<file path="src/rtl/conv1x1_pkg.sv">
// Shared constants and helpers for the conv1x1 issue controller.
//   CONV_WIDTH   : default operand width; results are twice as wide.
//   CORE_LATENCY : cycles from core_valid_in to core_valid_out of the core.
//   res_width()  : result width derived from the operand width.
//   has_credit() : true while the result FIFO can absorb one more issue.
package conv1x1_pkg;

  localparam int unsigned CONV_WIDTH   = 16;
  localparam int unsigned CORE_LATENCY = 2;

  function automatic int unsigned res_width(input int unsigned w);
    return 2 * w;
  endfunction

  // Every issued op owns a FIFO slot from issue until it is popped, so the
  // free credit is whatever the queued and in-flight results leave over.
  function automatic logic has_credit(input int unsigned depth,
                                      input int unsigned fifo_count,
                                      input int unsigned inflight);
    return (fifo_count + inflight) < depth;
  endfunction

endpackage

</file>
<file path="src/rtl/conv1x1_result_fifo.sv">
// Result FIFO for the conv1x1 issue controller.
//   clk, rst_n : clock, synchronous active-low reset (pointers and count only)
//   wr_en      : push wr_data at the tail
//   rd_en      : pop the head; ignored when empty
//   rd_data    : head entry, read straight from registered storage
//   count      : number of stored entries (0..DEPTH)
module conv1x1_result_fifo #(
  parameter int WIDTH = 32,
  parameter int DEPTH = 4
) (
  input  logic                       clk,
  input  logic                       rst_n,
  input  logic                       wr_en,
  input  logic [WIDTH-1:0]           wr_data,
  input  logic                       rd_en,
  output logic [WIDTH-1:0]           rd_data,
  output logic [$clog2(DEPTH+1)-1:0] count
);

  localparam int AW = $clog2(DEPTH);
  localparam int CW = $clog2(DEPTH+1);

  logic [WIDTH-1:0] r_mem [DEPTH];
  logic [AW-1:0]    r_wr_ptr;
  logic [AW-1:0]    r_rd_ptr;
  logic [CW-1:0]    r_count;
  logic             w_full;
  logic             w_empty;
  logic             w_do_rd;
  logic             w_do_wr;

  assign w_full  = (r_count == CW'(DEPTH));
  assign w_empty = (r_count == '0);
  assign w_do_rd = rd_en & ~w_empty;
  // A write into a full FIFO is still legal when the head leaves on the same edge.
  assign w_do_wr = wr_en & (~w_full | w_do_rd);

  // DEPTH is a power of two, so the pointers wrap by plain overflow.
  always_ff @(posedge clk) begin
    if (!rst_n) begin
      r_wr_ptr <= '0;
      r_rd_ptr <= '0;
      r_count  <= '0;
    end else begin
      if (w_do_wr) r_wr_ptr <= r_wr_ptr + AW'(1);
      if (w_do_rd) r_rd_ptr <= r_rd_ptr + AW'(1);
      if (w_do_wr && !w_do_rd)      r_count <= r_count + CW'(1);
      else if (!w_do_wr && w_do_rd) r_count <= r_count - CW'(1);
    end
  end

  always_ff @(posedge clk) begin
    if (w_do_wr) r_mem[r_wr_ptr] <= wr_data;
  end

  assign rd_data = r_mem[r_rd_ptr];
  assign count   = r_count;

endmodule

</file>
<file path="src/rtl/conv1x1_issue_ctrl.sv">
// Credit-based issue controller in front of a 2-stage conv1x1 core.
//   s_valid/s_ready/s_x,s_w,s_b : operand triple handshake from upstream
//   core_valid_in, core_x/w/b   : issue strobe and operands to the core
//   core_valid_out, core_y      : result returning from the core
//   m_valid/m_ready/m_y         : result stream to downstream, in issue order
//   inflight                    : issued ops whose result has not returned yet
//   err_unexpected              : sticky, a result returned with nothing in flight
module conv1x1_issue_ctrl
  import conv1x1_pkg::*;
#(
  parameter int WIDTH = CONV_WIDTH,
  parameter int DEPTH = 4
) (
  input  logic                            clk,
  input  logic                            rst_n,
  input  logic                            s_valid,
  output logic                            s_ready,
  input  logic [WIDTH-1:0]                s_x,
  input  logic [WIDTH-1:0]                s_w,
  input  logic [WIDTH-1:0]                s_b,
  output logic                            core_valid_in,
  output logic [WIDTH-1:0]                core_x,
  output logic [WIDTH-1:0]                core_w,
  output logic [WIDTH-1:0]                core_b,
  input  logic [res_width(WIDTH)-1:0]     core_y,
  input  logic                            core_valid_out,
  output logic                            m_valid,
  input  logic                            m_ready,
  output logic [res_width(WIDTH)-1:0]     m_y,
  output logic [$clog2(DEPTH+1)-1:0]      inflight,
  output logic                            err_unexpected
);

  localparam int RES_W = res_width(WIDTH);
  localparam int CW    = $clog2(DEPTH+1);

  // Below CORE_LATENCY+1 entries the credit loop cannot sustain one result per cycle.
  if (DEPTH < int'(CORE_LATENCY) + 1) begin : g_depth_check
    $error("conv1x1_issue_ctrl: DEPTH too small for the core latency");
  end
  if ((DEPTH & (DEPTH - 1)) != 0) begin : g_pow2_check
    $error("conv1x1_issue_ctrl: DEPTH must be a power of two");
  end

  logic [CW-1:0] r_inflight;
  logic          r_err;
  logic [CW-1:0] w_fifo_count;
  logic          w_credit;
  logic          w_issue;
  logic          w_ret;
  logic          w_spur;
  logic          w_pop;

  // Credit comes from registered counts only, so s_ready never depends on s_valid.
  assign w_credit = has_credit(DEPTH, 32'(w_fifo_count), 32'(r_inflight));
  assign s_ready  = rst_n & w_credit;

  assign w_issue       = s_valid & s_ready;
  assign core_valid_in = w_issue;
  assign core_x        = s_x;
  assign core_w        = s_w;
  assign core_b        = s_b;

  // A return with nothing outstanding is dropped and only flagged.
  assign w_ret  = core_valid_out & (r_inflight != '0);
  assign w_spur = core_valid_out & (r_inflight == '0);

  assign m_valid = rst_n & (w_fifo_count != '0);
  assign w_pop   = m_valid & m_ready;

  assign inflight       = rst_n ? r_inflight : '0;
  assign err_unexpected = rst_n & r_err;

  always_ff @(posedge clk) begin
    if (!rst_n) begin
      r_inflight <= '0;
      r_err      <= 1'b0;
    end else begin
      if (w_issue && !w_ret)      r_inflight <= r_inflight + CW'(1);
      else if (!w_issue && w_ret) r_inflight <= r_inflight - CW'(1);
      if (w_spur) r_err <= 1'b1;
    end
  end

  conv1x1_result_fifo #(
    .WIDTH (RES_W),
    .DEPTH (DEPTH)
  ) u_fifo (
    .clk     (clk),
    .rst_n   (rst_n),
    .wr_en   (w_ret),
    .wr_data (core_y),
    .rd_en   (w_pop),
    .rd_data (m_y),
    .count   (w_fifo_count)
  );

endmodule
</file>
<file path="config.mk">
export PLATFORM = sky130hd
export DESIGN_NAME = conv1x1_issue_ctrl
export DESIGN_NICKNAME = d
export VERILOG_FILES = /design/src/rtl/conv1x1_pkg.sv /design/src/rtl/conv1x1_result_fifo.sv /design/src/rtl/conv1x1_issue_ctrl.sv
export SDC_FILE = /design/constraint.sdc
export NUM_CORES = 1
export LEC_CHECK = 0
export CAP_MARGIN = 20
export CORE_MARGIN = 2
export CORE_UTILIZATION = 39
export CTS_CLUSTER_SIZE = 14
export DETAILED_ROUTE_END_ITERATION = 8
export PLACE_DENSITY = 0.68
export SYNTH_ARGS = -nofsm -noshare
export SYNTH_HDL_FRONTEND = slang
export SYNTH_SLANG_ARGS = --single-unit
</file>
<file path="constraint.sdc">
create_clock -name clk -period 5.1 [get_ports clk]
set_input_delay 1.02 -clock clk [delete_from_list [all_inputs] [get_ports clk]]
set_output_delay 1.02 -clock clk [all_outputs]
set_load 0.02 [all_outputs]
</file>
# After elaboration in Yosys (flattened, before gate mapping)
# Memory sizes are Yosys's and may differ from the RTL's. A register that Yosys moved wholly into a read port is not among the register bits.
# Cells that the tools add are included.
[totals]
ff_bits = 11
ramBits = 128
in_bits = 85
out_inout_bits = 87
wordCells = 50
n_memories = 1
[op_classes]
n_addsub = 7
n_lt_le_gt_ge = 1
n_eq_ne = 1
n_mux = 9
bitwise_logic = 12
reduce_logical = 14
[memory_table]
columns = ["memory", "depth", "width", "read_ports", "rd_ports_with_merged_regs", "write_ports", "line", "source"]
rows = [
  ["u_fifo.r_mem", 4, 32, 1, 1, 1, "conv1x1_result_fifo.sv:23", "logic [WIDTH-1:0] r_mem [DEPTH];"],
]
[ops]
columns = ["operator", "n"]
rows = [
  ["3-bit two-way mux", 5],
  ["1-bit bitwise AND", 9],
  ["3-bit by 1-bit adder with 3-bit output (second input constant)", 2],
  ["3-bit zero test", 2],
  ["3-bit nonzero test", 2],
  ["3-bit by 1-bit subtractor with 3-bit output (second input constant)", 2],
  ["2-bit by 1-bit adder with 2-bit output (second input constant)", 2],
  ["3-bit by 3-bit adder with 4-bit output", 1],
  ["1-bit logical AND", 4],
  ["1-bit zero test", 4],
  ["4-bit by 3-bit < comparator with 1-bit output (second input constant)", 1],
  ["2-bit two-way mux", 2],
  ["2-bit nonzero test", 2],
  ["3-bit equality test (second input constant)", 1],
  ["1-bit two-way mux", 2],
  ["1-bit NOT", 2],
  ["1-bit OR", 1],
]

# Longest topological paths before layout
# Gate-level depths: netlist of the first run.
[depth]
ltp_word = 10
ltp_mapped = 10
ltp_nobuf = 10

# Hierarchy
# From an unflattened synthesis of the first run, not the netlist that was laid out.
[unflattened]
hier_cells = 293
area_unflattened_um2 = 5761.8
[modules_own_cells]
columns = ["module", "instances", "cells_per_inst", "area_each_um2", "seq_area_each_um2"]
rows = [
  ["conv1x1_result_fifo", 1, 214, 5098.6, 4023.9],
  ["conv1x1_issue_ctrl", 1, 79, 663.1, 80.1],
]

# Worst setup path before layout of the first run
# OpenSTA, ideal clock, no wires.
[synth_path]
path_type = "input port to flip-flop"
start = "input port rst_n"
end = "register r_inflight[2]"
setup_time_ns = 0.073
t_arrival_ns = 3.293
t_required_ns = 5.027
setup_slack_ns = 1.735
path_stages = 9
path_buffers = 0
cell_sequence = "or4b_1 a31oi_2 and2_1 ha_1 inv_1 fa_1 xor2_1 or3_1 a21oi_1"
[synth_via]
elab_chain_len = 5
word_cells_on_any_way = 7
classes_between = "1 x mux; 2 x bitwise; 4 x reduce/logical"
[synth_rtl]
columns = ["item", "line", "source"]
rows = [
  ["start: declaration", "conv1x1_issue_ctrl.sv:15", "input logic rst_n,"],
  ["1-bit bitwise AND *", "conv1x1_issue_ctrl.sv:56", "assign s_ready = rst_n & w_credit;"],
  ["named net s_ready", "conv1x1_issue_ctrl.sv:17", "output logic s_ready,"],
  ["1-bit bitwise AND *", "conv1x1_issue_ctrl.sv:58", "assign w_issue = s_valid & s_ready;"],
  ["named net core_valid_in", "conv1x1_issue_ctrl.sv:21", "output logic core_valid_in,"],
  ["1-bit zero test", "conv1x1_issue_ctrl.sv:80", "else if (!w_issue && w_ret) r_inflight <= r_inflight - CW'(1);"],
  ["1-bit logical AND", "conv1x1_issue_ctrl.sv:80", ""],
  ["2-bit nonzero test (no line)", "-", ""],
  ["end signal: assignment", "conv1x1_issue_ctrl.sv:79", "if (w_issue && !w_ret) r_inflight <= r_inflight + CW'(1);"],
  ["end signal: assignment", "conv1x1_issue_ctrl.sv:80", ""],
  ["end: declaration", "conv1x1_issue_ctrl.sv:45", "logic [CW-1:0] r_inflight;"],
]
# The timed path passes the listed nets; every way through them passes the cells marked *.
# A chain may end at the register's enable or synchronous reset.

# Worst setup path in the final report of the first run
[layout_path]
start = "input port rst_n"
end = "output port core_valid_in"
[layout_via]
elab_chain_len = 2
[layout_rtl]
columns = ["item", "line"]
rows = [
  ["1-bit bitwise AND", "conv1x1_issue_ctrl.sv:56"],
  ["1-bit bitwise AND", "conv1x1_issue_ctrl.sv:58"],
  ["end: declaration", "conv1x1_issue_ctrl.sv:21"],
]
# Every way passes these cells.

==> results of run 1 <==
==> cell families after synthesis <==
kind of cell | after synthesis
xor gates and xnor gates | 5
DFF | 141
adders and majority gates | 10
AOI/OAI and AO/OA | 12
buffers and inverters | 62
and+or+nand+nor | 26
muxes | 36
==> final cells by class <==
type,count,area share (%)
Timing Repair Buffer,76,11.08
Clock buffer,22,6.490
Inverter,6,0.3291
Tap cell,184,3.364
Multi-Input combinational cell,89,17.33
Sequential cell,141,60.00
Clock inverter,9,1.408
==> state kept, by name, indices dropped and copies added (netlist names), named ones only <==
name	flops
u_fifo.count	3
r_inflight	3
u_fifo.r_mem	128
u_fifo.r_rd_ptr	2
r_err	1
u_fifo.r_wr_ptr	2
==> metal layers <==
metal | up-vias | global-route usage, % | routed length [um]
met5 | - | 0 | 0
met4 | 0 | 7.320 | 319
met3 | 47 | 5.006 | 623
met2 | 98 | 21.10 | 4825
met1 | 1338 | 15.68 | 4033
li1 | 1177 | - | -
==> power breakdown <==
| group | leakage [nW] | switching [mW] | internal (mW) |
|---|---|---|---|
| logic | 0.675 | 0.403 | 0.430 |
| registers | 1.27 | 0.0983 | 1.42 |
| clock network | 0.265 | 0.423 | 0.709 |
| total | 2.21 | 0.924 | 2.56 |
==> worst register-to-register path: stages, from the launching register on <==
cell	delay [ns]
dfxtp_1	0.48
ha_1	0.29
or4b_1	0.51
a31oi_2	0.17
and2_1	0.17
ha_1	0.19
inv_1	0.06
fa_1	0.37
xor2_1	0.18
or3_1	0.31
a21oi_1	0.14
==> per-stage QoR <==
stage | utilization (%) | total power [mW] | cells | instance area, um2 | worst slack, ns
2_1_floorplan | - | 2.088 | 292 | 5709 | 1.735
3_3_place_gp | 43.70 | 2.376 | 496 | 6304 | 0.8797
3_5_place_dp | 43.70 | 2.395 | 496 | 6304 | 0.8547
4_1_cts | 47.45 | 3.537 | 527 | 6844 | 0.8560
5_1_grt | 47.45 | 3.651 | 527 | 6844 | 0.7294
6_report | 47.45 | 3.485 | 527 | 6844 | 0.8614
==> how the worst max path moves through the flow <==
stage          startpoint                         end  depth (start not counted)
5_1_grt             rst_n               core_valid_in                          5
3_5_place_dp        rst_n               core_valid_in                          5
4_1_cts             rst_n               core_valid_in                          5
2_1_floorplan       rst_n  r_inflight[2]$_SDFFE_PN0P_                          9
3_3_place_gp        rst_n               core_valid_in                          5
6_report            rst_n               core_valid_in                          5
==> placed cells by master (no fill, tap or decap), drive strengths merged <==
cell type	n
clkbuf	22
clkinv	7
clkinvlp	1
or4b	1
or3	2
o31ai	2
nand2	4
xor2	4
a21oi	4
o211ai	1
inv	5
nor3	2
clkdlybuf4s50	75
o21ai	2
xnor2	1
a211oi	1
mux2i	4
bufinv	2
edfxtp	128
o311ai	1
nor2	8
fa	2
and2	9
ha	8
dfxtp	13
a31oi	1
mux4	32
buf	1
==> flow_summary.json, run 1 <==
{
  "drc": 0,
  "antenna_found_initial": 0,
  "ys_warn_count": 0,
  "peakVddDrop_mv": 0.2480,
  "clock_skew_ns": 0.007065,
  "path_max_fanout": 13,
  "rr_worst_depth": 10,
  "synth_commonest_cells": "edfxtp_1 (128), buf_4 (50), mux4_2 (32), dfxtp_1 (13), and2_1 (9)",
  "cp_common_cell": "clkdlybuf4s50_1",
  "cts_made_buffers": 17,
  "area_growth_pct": 19.88,
  "vias_per_cell": 5.047,
  "ys_types": 27,
  "grt_setup_unrepaired": "false",
  "yosys.area.top_type": "edfxtp_1",
  "port_buffers": 75,
  "cp-end-kind": "output pin",
  "grt_pass1_vias": 2884,
  "wirelength_mm": 9.801,
  "antenna_left": 0,
  "worst_pin_slew_ns": 0.9343,
  "p_per_area_nw_per_um2": 509.1,
  "min_period_ns": 4.239,
  "ys_seq_area_share_pct": 71.88,
  "crit_required_ns": 4.08,
  "min_from": "u_fifo.r_rd_ptr[1]$_SDFFE_PN0N_",
  "synthSimpleGateAreaFrac_pct": 2.345,
  "routedWlPerCell_um": 18.60,
  "h-tree-depth": 4,
  "drt_iter0_drc": 189,
  "first_pass_iters": 4,
  "tns_ns": 0,
  "outcome": "finished clean",
  "synth_nets": 387,
  "clock.fmax_ghz": 0.2359,
  "seq_area_um2": 4106,
  "synth_adder_area_share_pct": 2.455,
  "synth_top_area_share_pct": 67.32,
  "drive_gt1_share_pct": 19.53,
  "slew_headroom_pct": 37.72,
  "finalWeightedCongestion": 0.6874,
  "cts_resized": 0,
  "whs_path_depth": 1,
  "antenna_cells": 0,
  "synth_mux_area_share_pct": 13.32,
  "clk_pin_slew_ns": 0.06,
  "synth_most_common_cell": "edfxtp_1",
  "path_buf_inv": 2,
  "final-hold-violation-count": 0,
  "die_h_um": 125.0,
  "postCtsHoldBufs": 0,
  "synth_compound_area_share_pct": 1.797,
  "synth_xor_area_share_pct": 0.7670,
  "grt_pass1_wl_mm": 15.53,
  "row_count": 44,
  "post-route-period-util_pct": 83.11,
  "dieArea_um2": 15620,
  "coreArea_um2": 14420,
  "async_reset_ff_share_pct": 0,
  "cts_max_path_buffers": 2,
  "fillers": 1223,
  "critical_path.cell_chain": "clkdlybuf4s50_1 > or4b_1 > a31oi_2 > and2_1 > clkdlybuf4s50_1",
  "critPathMaxStageDelay_ns": 0.76,
  "yosys_register_bits": 141,
  "track_usage_pct": 13.28,
  "die_x_um": 125.0,
  "r2r_start": "u_fifo.count[2]$_SDFFE_PN0P_",
  "holdCritPathClass": "flip-flop to flip-flop",
  "cp_top_family": "buffers and inverters",
  "gr-total-overflow": 0,
  "hpwl_mm": 5.740,
  "vias": 2660,
  "crit_path_start_kind": "input pin",
  "clkLatencyLatePin_ns": 0.41,
  "r2r-end": "r_inflight[2]$_SDFFE_PN0P_",
  "crit_type": "input pin to output pin",
  "post_cts_buffers": 0,
  "synth_top_family_by_area": "multiplexers",
  "cp_slowest_cell": "clkdlybuf4s50_1",
  "whs_ns": 0.4713,
  "power_leakage_nw": 2.207,
  "report.final.slew_viol_count": 0,
  "syn_inst": 292,
  "synth_area_leaders": "edfxtp_1 (67%), mux4_2 (13%), buf_4 (6.6%)",
  "start_util_pct": 39.58,
  "cts_root_buffer": "clkbuf_16",
  "syn_area_um2": 5709,
  "syn_avg_cell_area_um2": 19.55,
  "setup_viol": 0,
  "synth_edf_count": 128,
  "ioPinCount": 172,
  "cts_tree": "built",
  "drv_cap": 0,
  "ys.flop_type": "edfxtp_1",
  "multi_input_area_um2": 1186,
  "regToRegSetupSlack_ns": 2.18,
  "finalNetCount": 426,
  "grt_max_degree": 33,
  "worstPathArrival_ns": 3.22,
  "cts.sinks": 141
}
No activity file was read; power rests on OpenSTA's default activity.
==> inputs of run 2 (changes only) <==
--- a/config.mk
+++ b/config.mk
@@ -10,7 +10,7 @@
 export CORE_UTILIZATION = 39
 export CTS_CLUSTER_SIZE = 14
 export DETAILED_ROUTE_END_ITERATION = 8
-export PLACE_DENSITY = 0.68
+export PLACE_DENSITY = 0.71
 export SYNTH_ARGS = -nofsm -noshare
 export SYNTH_HDL_FRONTEND = slang
 export SYNTH_SLANG_ARGS = --single-unit
==> constraint.sdc (replaced) <==
create_clock -name clk -period 3.52 [get_ports clk]
set_input_delay 0.704 -clock clk [delete_from_list [all_inputs] [get_ports clk]]
set_output_delay 0.704 -clock clk [all_outputs]
set_load 0.02 [all_outputs]
==> run 2 against run 1 <==
Compared with the run above: register-to-register slack lost 1.6 ns; highest routed layer unchanged; largest cell class unchanged; sequential power rose by 43%; largest power group unchanged; critical endpoint unchanged; hold slack gained 0.0088 ns; sequential share of layout area fell by 1.4 points.
==> flow_summary.json, run 2 (synthesized netlist as in run 1, its figures left out) <==
{
  "outcome": "finished clean",
  "clock_skew_ns": 0.006311,
  "dp.cells": 503,
  "clk_pin_slew_ns": 0.05,
  "peakVddDrop_mv": 0.3654,
  "worstPathArrival_ns": 2.65,
  "power.switching_mw": 1.346,
  "die_x_um": 125.0,
  "min_from": "r_err$_SDFFE_PN0P_",
  "r2r_start": "u_fifo.count[2]$_SDFFE_PN0P_",
  "antenna_found_initial": 0,
  "ioPinCount": 172,
  "crit_start": "u_fifo.count[2]$_SDFFE_PN0P_",
  "cts_tree": "built",
  "clock.fmax_ghz": 0.2981,
  "post-route-period-util_pct": 95.29,
  "coreArea_um2": 14420,
  "die_h_um": 125.0,
  "placed_area_um2": 6419,
  "cts_resized": 0,
  "pwr-share-comb_pct": 24.9,
  "drive_gt1_share_pct": 21.08,
  "worst_pin_slew_ns": 0.5123,
  "finalWeightedCongestion": 0.6932,
  "clkLatencyLatePin_ns": 0.41,
  "path_depth": 5,
  "regToRegSetupSlack_ns": 0.59,
  "first_pass_iters": 4,
  "wirelength_mm": 9.759,
  "antenna_cells": 0,
  "cts_root_buffer": "clkbuf_16",
  "power_frac_clock_pct": 33.0,
  "vias": 2645,
  "dieArea_um2": 15620,
  "drc": 0,
  "path_max_fanout": 6,
  "finalNetCount": 433,
  "final_area_um2": 7002,
  "sequentialPowerShare_pct": 42.2,
  "r2r-end": "r_inflight[2]$_SDFFE_PN0P_",
  "power_leakage_nw": 2.275,
  "grt_pass1_vias": 2874,
  "drv_cap": 0,
  "track_usage_pct": 13.25,
  "antenna_left": 0,
  "grt_max_degree": 33,
  "row_count": 44,
  "mostFrequentLayoutCells": "edfxtp_1 (128), clkdlybuf4s50_1 (75), mux4_2 (32)",
  "grt_setup_unrepaired": "false",
  "cp_top_family": "simple AND/OR/NAND/NOR gates",
  "holdCritPathClass": "flip-flop to flip-flop",
  "cp_slowest_cell": "clkdlybuf4s50_1",
  "crit_type": "flip-flop to output pin",
  "hpwl_mm": 6.037,
  "cts_made_buffers": 17,
  "p_sw_share_pct": 26.20,
  "h-tree-depth": 4,
  "mostFrequentLayoutCell": "edfxtp_1",
  "rr_worst_depth": 10,
  "postCtsHoldBufs": 0,
  "cts.sinks": 141,
  "report.final.slew_viol_count": 0,
  "p_int_mw": 3.790,
  "stdcell_count": 535,
  "gr-total-overflow": 0,
  "critPathCapture": "core_valid_in",
  "drt_iter0_drc": 184,
  "setup_viol": 0,
  "post_cts_buffers": 0,
  "crit_path_start_kind": "flip-flop",
  "slew_headroom_pct": 65.85,
  "p_per_area_nw_per_um2": 733.6,
  "routedWlPerCell_um": 18.24,
  "path_buf_inv": 1,
  "vias_per_cell": 4.944,
  "cts_max_path_buffers": 2,
  "tns_ns": 0,
  "largest_reg_flops": 128,
  "min_period_ns": 3.354,
  "grt_pass1_wl_mm": 15.71,
  "top_register": "u_fifo.r_mem",
  "crit_required_ns": 2.82,
  "area_growth_pct": 22.64,
  "start_util_pct": 39.58,
  "critical_path.cell_chain": "ha_1 > or4b_1 > a31oi_2 > and2_1 > clkdlybuf4s50_1",
  "cp-end-kind": "output pin",
  "final-hold-violation-count": 0,
  "critPathMaxStageDelay_ns": 0.61,
  "port_buffers": 75
}
-- run 2: changes by cell type in the layout (fill, tap and decap cells not counted) --
cell       previous run  this run
bufinv_16             2         0
clkbuf_16            17        21
clkbuf_1              5         6
clkinv_2              5         2
clkbuf_8              0         1
buf_12                0         5
buf_4                 1         3
-- run 2: layout make-up --
class / count / area, um2
Fill cell: 1186 / 7422
Timing Repair Buffer: 83 / 873.3
Sequential cell: 141 / 4106
Clock buffer: 28 / 561.8
Clock inverter: 4 / 21.27
Multi-Input combinational cell: 89 / 1186
Inverter: 6 / 22.52
Tap cell: 184 / 230.2
-- run 2: worst min path at each step --
stage                                     to  cells past startpoint
final                     r_err$_SDFFE_PN0P_                      2
after global routing               flip-flop                      1
after CTS                 r_err$_SDFFE_PN0P_                      2
after detailed placement  r_err$_SDFFE_PN0P_                      2
after global placement             flip-flop                      1
after floorplan           r_err$_SDFFE_PN0P_                      2
-- run 2: worst reg2reg max path, stage by stage (launching register included) --
cell and delay, ns:
dfxtp_1 0.48, ha_1 0.29, or4b_1 0.52, a31oi_2 0.17, and2_1 0.17, ha_1 0.19
inv_1 0.06, fa_1 0.37, xor2_1 0.17, or3_1 0.31, a21oi_1 0.13
-- run 2: metal layers --
layer | track usage [%] | wire length, um | vias to the layer above
met5 | 0 | 0 | -
met4 | 5.163 | 166 | 0
met3 | 6.033 | 704 | 25
met2 | 20.46 | 4717 | 103
met1 | 16.42 | 4170 | 1335
li1 | - | - | 1182
-- run 2: metrics by stage --
step                power (mW)  setup WS (ns)  utilization, %  hold slack, ns
floorplan                3.025         0.4193               -          0.4285
global placement         3.475         0.2461           44.50          0.4475
detailed placement       3.506         0.2255           44.50          0.4660
CTS                      5.215         0.1111           48.54          0.4825
global route             5.386        0.02449           48.54          0.5178
finish                   5.136         0.1657           48.54          0.4801
-- run 2: power groups by stage --
stage | Clock [mW] | Sequential [mW] | Combinational, mW
CTS | 1.74 | 2.17 | 1.31
detailed placement | 0 | 2.20 | 1.30
global placement | 0 | 2.19 | 1.29
finish | 1.69 | 2.17 | 1.28
floorplan | 0 | 2.16 | 0.866
global route | 1.81 | 2.19 | 1.38
==> inputs of run 3 (changes only) <==
--- a/config.mk
+++ b/config.mk
@@ -10,7 +10,7 @@
 export CORE_UTILIZATION = 39
 export CTS_CLUSTER_SIZE = 14
 export DETAILED_ROUTE_END_ITERATION = 8
-export PLACE_DENSITY = 0.71
+export PLACE_DENSITY_LB_ADDON = 0.15
 export SYNTH_ARGS = -nofsm -noshare
 export SYNTH_HDL_FRONTEND = slang
 export SYNTH_SLANG_ARGS = --single-unit
==> constraint.sdc (replaced) <==
create_clock -name clk -period 3.5 [get_ports clk]
set_input_delay 0.7 -clock clk [delete_from_list [all_inputs] [get_ports clk]]
set_output_delay 0.7 -clock clk [all_outputs]
set_load 0.02 [all_outputs]
==> run 3 against run 2 <==
Compared with the run above: routed wire length is 3.8% higher; non-clock buffer count is 5 higher; via count is 0.72% higher; setup slack better by 0.027 ns; sequential cell count stayed put; cell count is 0.93% higher; sequential power hardly changed; register-to-register slack hardly changed; critical path type unchanged.
==> flow_summary.json, run 3 (synthesized netlist as in run 1, its figures left out) <==
{
  "outcome": "finished clean",
  "rr_worst_depth": 10,
  "finalNetCount": 438,
  "start_util_pct": 39.58,
  "port_buffers": 75,
  "critPathMaxStageDelay_ns": 0.60,
  "vias_per_cell": 4.933,
  "clk_pin_slew_ns": 0.05,
  "antenna_left": 0,
  "path_max_fanout": 6,
  "critPathCapture": "core_valid_in",
  "first_pass_iters": 4,
  "ioPinCount": 172,
  "mostFrequentLayoutCell": "edfxtp_1",
  "die_x_um": 125.0,
  "area_growth_pct": 23.23,
  "grt_max_degree": 23,
  "final-hold-violation-count": 0,
  "largest_reg_flops": 128,
  "cts_resized": 0,
  "cts_root_buffer": "clkbuf_16",
  "r2r_start": "u_fifo.count[2]$_SDFFE_PN0P_",
  "grt_pass1_vias": 2876,
  "crit_type": "flip-flop to output pin",
  "crit_path_start_kind": "flip-flop",
  "cts.sinks": 141,
  "power_frac_clock_pct": 34.3,
  "power_leakage_nw": 2.308,
  "hpwl_mm": 6.393,
  "p_per_area_nw_per_um2": 753.1,
  "setup_viol": 0,
  "wirelength_mm": 10.13,
  "crit_start": "u_fifo.count[2]$_SDFFE_PN0P_",
  "p_int_mw": 3.912,
  "slew_headroom_pct": 68.80,
  "dieArea_um2": 15620,
  "row_count": 44,
  "p_sw_share_pct": 26.16,
  "post-route-period-util_pct": 94.49,
  "drt_iter0_drc": 159,
  "postCtsHoldBufs": 0,
  "coreArea_um2": 14420,
  "min_period_ns": 3.307,
  "drv_cap": 0,
  "antenna_found_initial": 0,
  "critical_path.cell_chain": "ha_1 > or4b_1 > a31oi_2 > and2_1 > clkdlybuf4s50_1",
  "cts_max_path_buffers": 2,
  "cp_slowest_cell": "clkdlybuf4s50_1",
  "cts_tree": "built",
  "crit_required_ns": 2.80,
  "h-tree-depth": 4,
  "cts_made_buffers": 17,
  "drive_gt1_share_pct": 22.75,
  "top_register": "u_fifo.r_mem",
  "holdCritPathClass": "flip-flop to flip-flop",
  "clock_skew_ns": 0.004908,
  "post_cts_buffers": 0,
  "worstPathArrival_ns": 2.61,
  "vias": 2664,
  "clkLatencyLatePin_ns": 0.41,
  "worst_pin_slew_ns": 0.4681,
  "track_usage_pct": 13.84,
  "regToRegSetupSlack_ns": 0.60,
  "report.final.slew_viol_count": 0,
  "r2r-end": "r_inflight[2]$_SDFFE_PN0P_",
  "pwr-share-comb_pct": 24.5,
  "routedWlPerCell_um": 18.76,
  "antenna_cells": 0,
  "cp-end-kind": "output pin",
  "gr-total-overflow": 0,
  "finalWeightedCongestion": 0.6506,
  "power.switching_mw": 1.386,
  "clock.fmax_ghz": 0.3024,
  "die_h_um": 125.0,
  "drc": 0,
  "tns_ns": 0,
  "mostFrequentLayoutCells": "edfxtp_1 (128), clkdlybuf4s50_1 (75), mux4_2 (32)",
  "sequentialPowerShare_pct": 41.2,
  "peakVddDrop_mv": 0.3155,
  "grt_pass1_wl_mm": 16.03,
  "finalPower_mw": 5.298,
  "grt_setup_unrepaired": "false"
}
run 3: cell count changes in the layout (fill, tap and decap cells not counted), sizes merged:
cell / previous run / this run
clkinv: 4 / 10
bufinv: 0 / 4
buf: 8 / 13
clkbuf: 28 / 18
run 3: how the worst min path moves through the flow:
| stage | start | to | slack, ns | depth (start not counted) |
|---|---|---|---|---|
| after detailed placement | r_err$_SDFFE_PN0P_ | r_err$_SDFFE_PN0P_ | 0.46 | 2 |
| after global placement | r_err$_SDFFE_PN0P_ | r_err$_SDFFE_PN0P_ | 0.45 | 2 |
| after global routing | u_fifo.r_rd_ptr[1]$_SDFFE_PN0N_ | flip-flop | 0.51 | 1 |
| after CTS | r_err$_SDFFE_PN0P_ | r_err$_SDFFE_PN0P_ | 0.48 | 2 |
| after floorplan | r_err$_SDFFE_PN0P_ | r_err$_SDFFE_PN0P_ | 0.43 | 2 |
| final | u_fifo.r_rd_ptr[1]$_SDFFE_PN0N_ | flip-flop | 0.47 | 1 |
run 3: final cells by class:
type,count,area (um2)
Sequential cell,141,4106
Multi-Input combinational cell,89,1186
Inverter,6,22.52
Timing Repair Buffer,88,885.9
Tap cell,184,230.2
Fill cell,1241,7388
Clock inverter,14,175.2
Clock buffer,18,429.2
run 3: routing by layer:
metal	track usage (%)	vias up	wire length (um)
met3	5.306	41	573
met5	0	-	0
met2	22.19	81	4971
li1	-	1197	-
met1	16.55	1345	4249
met4	6.667	0	338
run 3: critical path: cells and delay by family (launching register included):
family / cells / cell delay, ns
AOI/OAI and AO/OA: 1 / 0.17
DFF: 1 / 0.46
and+or+nand+nor: 2 / 0.68
adders and majority gates: 1 / 0.28
buffers and inverters: 1 / 0.60
run 3: power groups by stage:
stage	Clock, mW	Sequential [mW]	Combinational (mW)
2_1_floorplan	0	2.17	0.871
3_3_place_gp	0	2.22	1.32
3_5_place_dp	0	2.22	1.32
4_1_cts	1.86	2.19	1.33
5_1_grt	1.93	2.21	1.41
6_report	1.82	2.18	1.30
run 3: through the flow:
stage                     instance area (um2)  hold slack (ns)  setup slack (ns)  cells  utilization [%]
after floorplan                          5709           0.4285            0.3993    292                -
after global placement                   6431           0.4486            0.2384    508            44.59
after detailed placement                 6431           0.4629            0.2157    508            44.59
after CTS                                7036           0.4773            0.1475    540            48.78
after global routing                     7036           0.5130           0.05362    540            48.78
final                                    7036           0.4740            0.1929    540            48.78
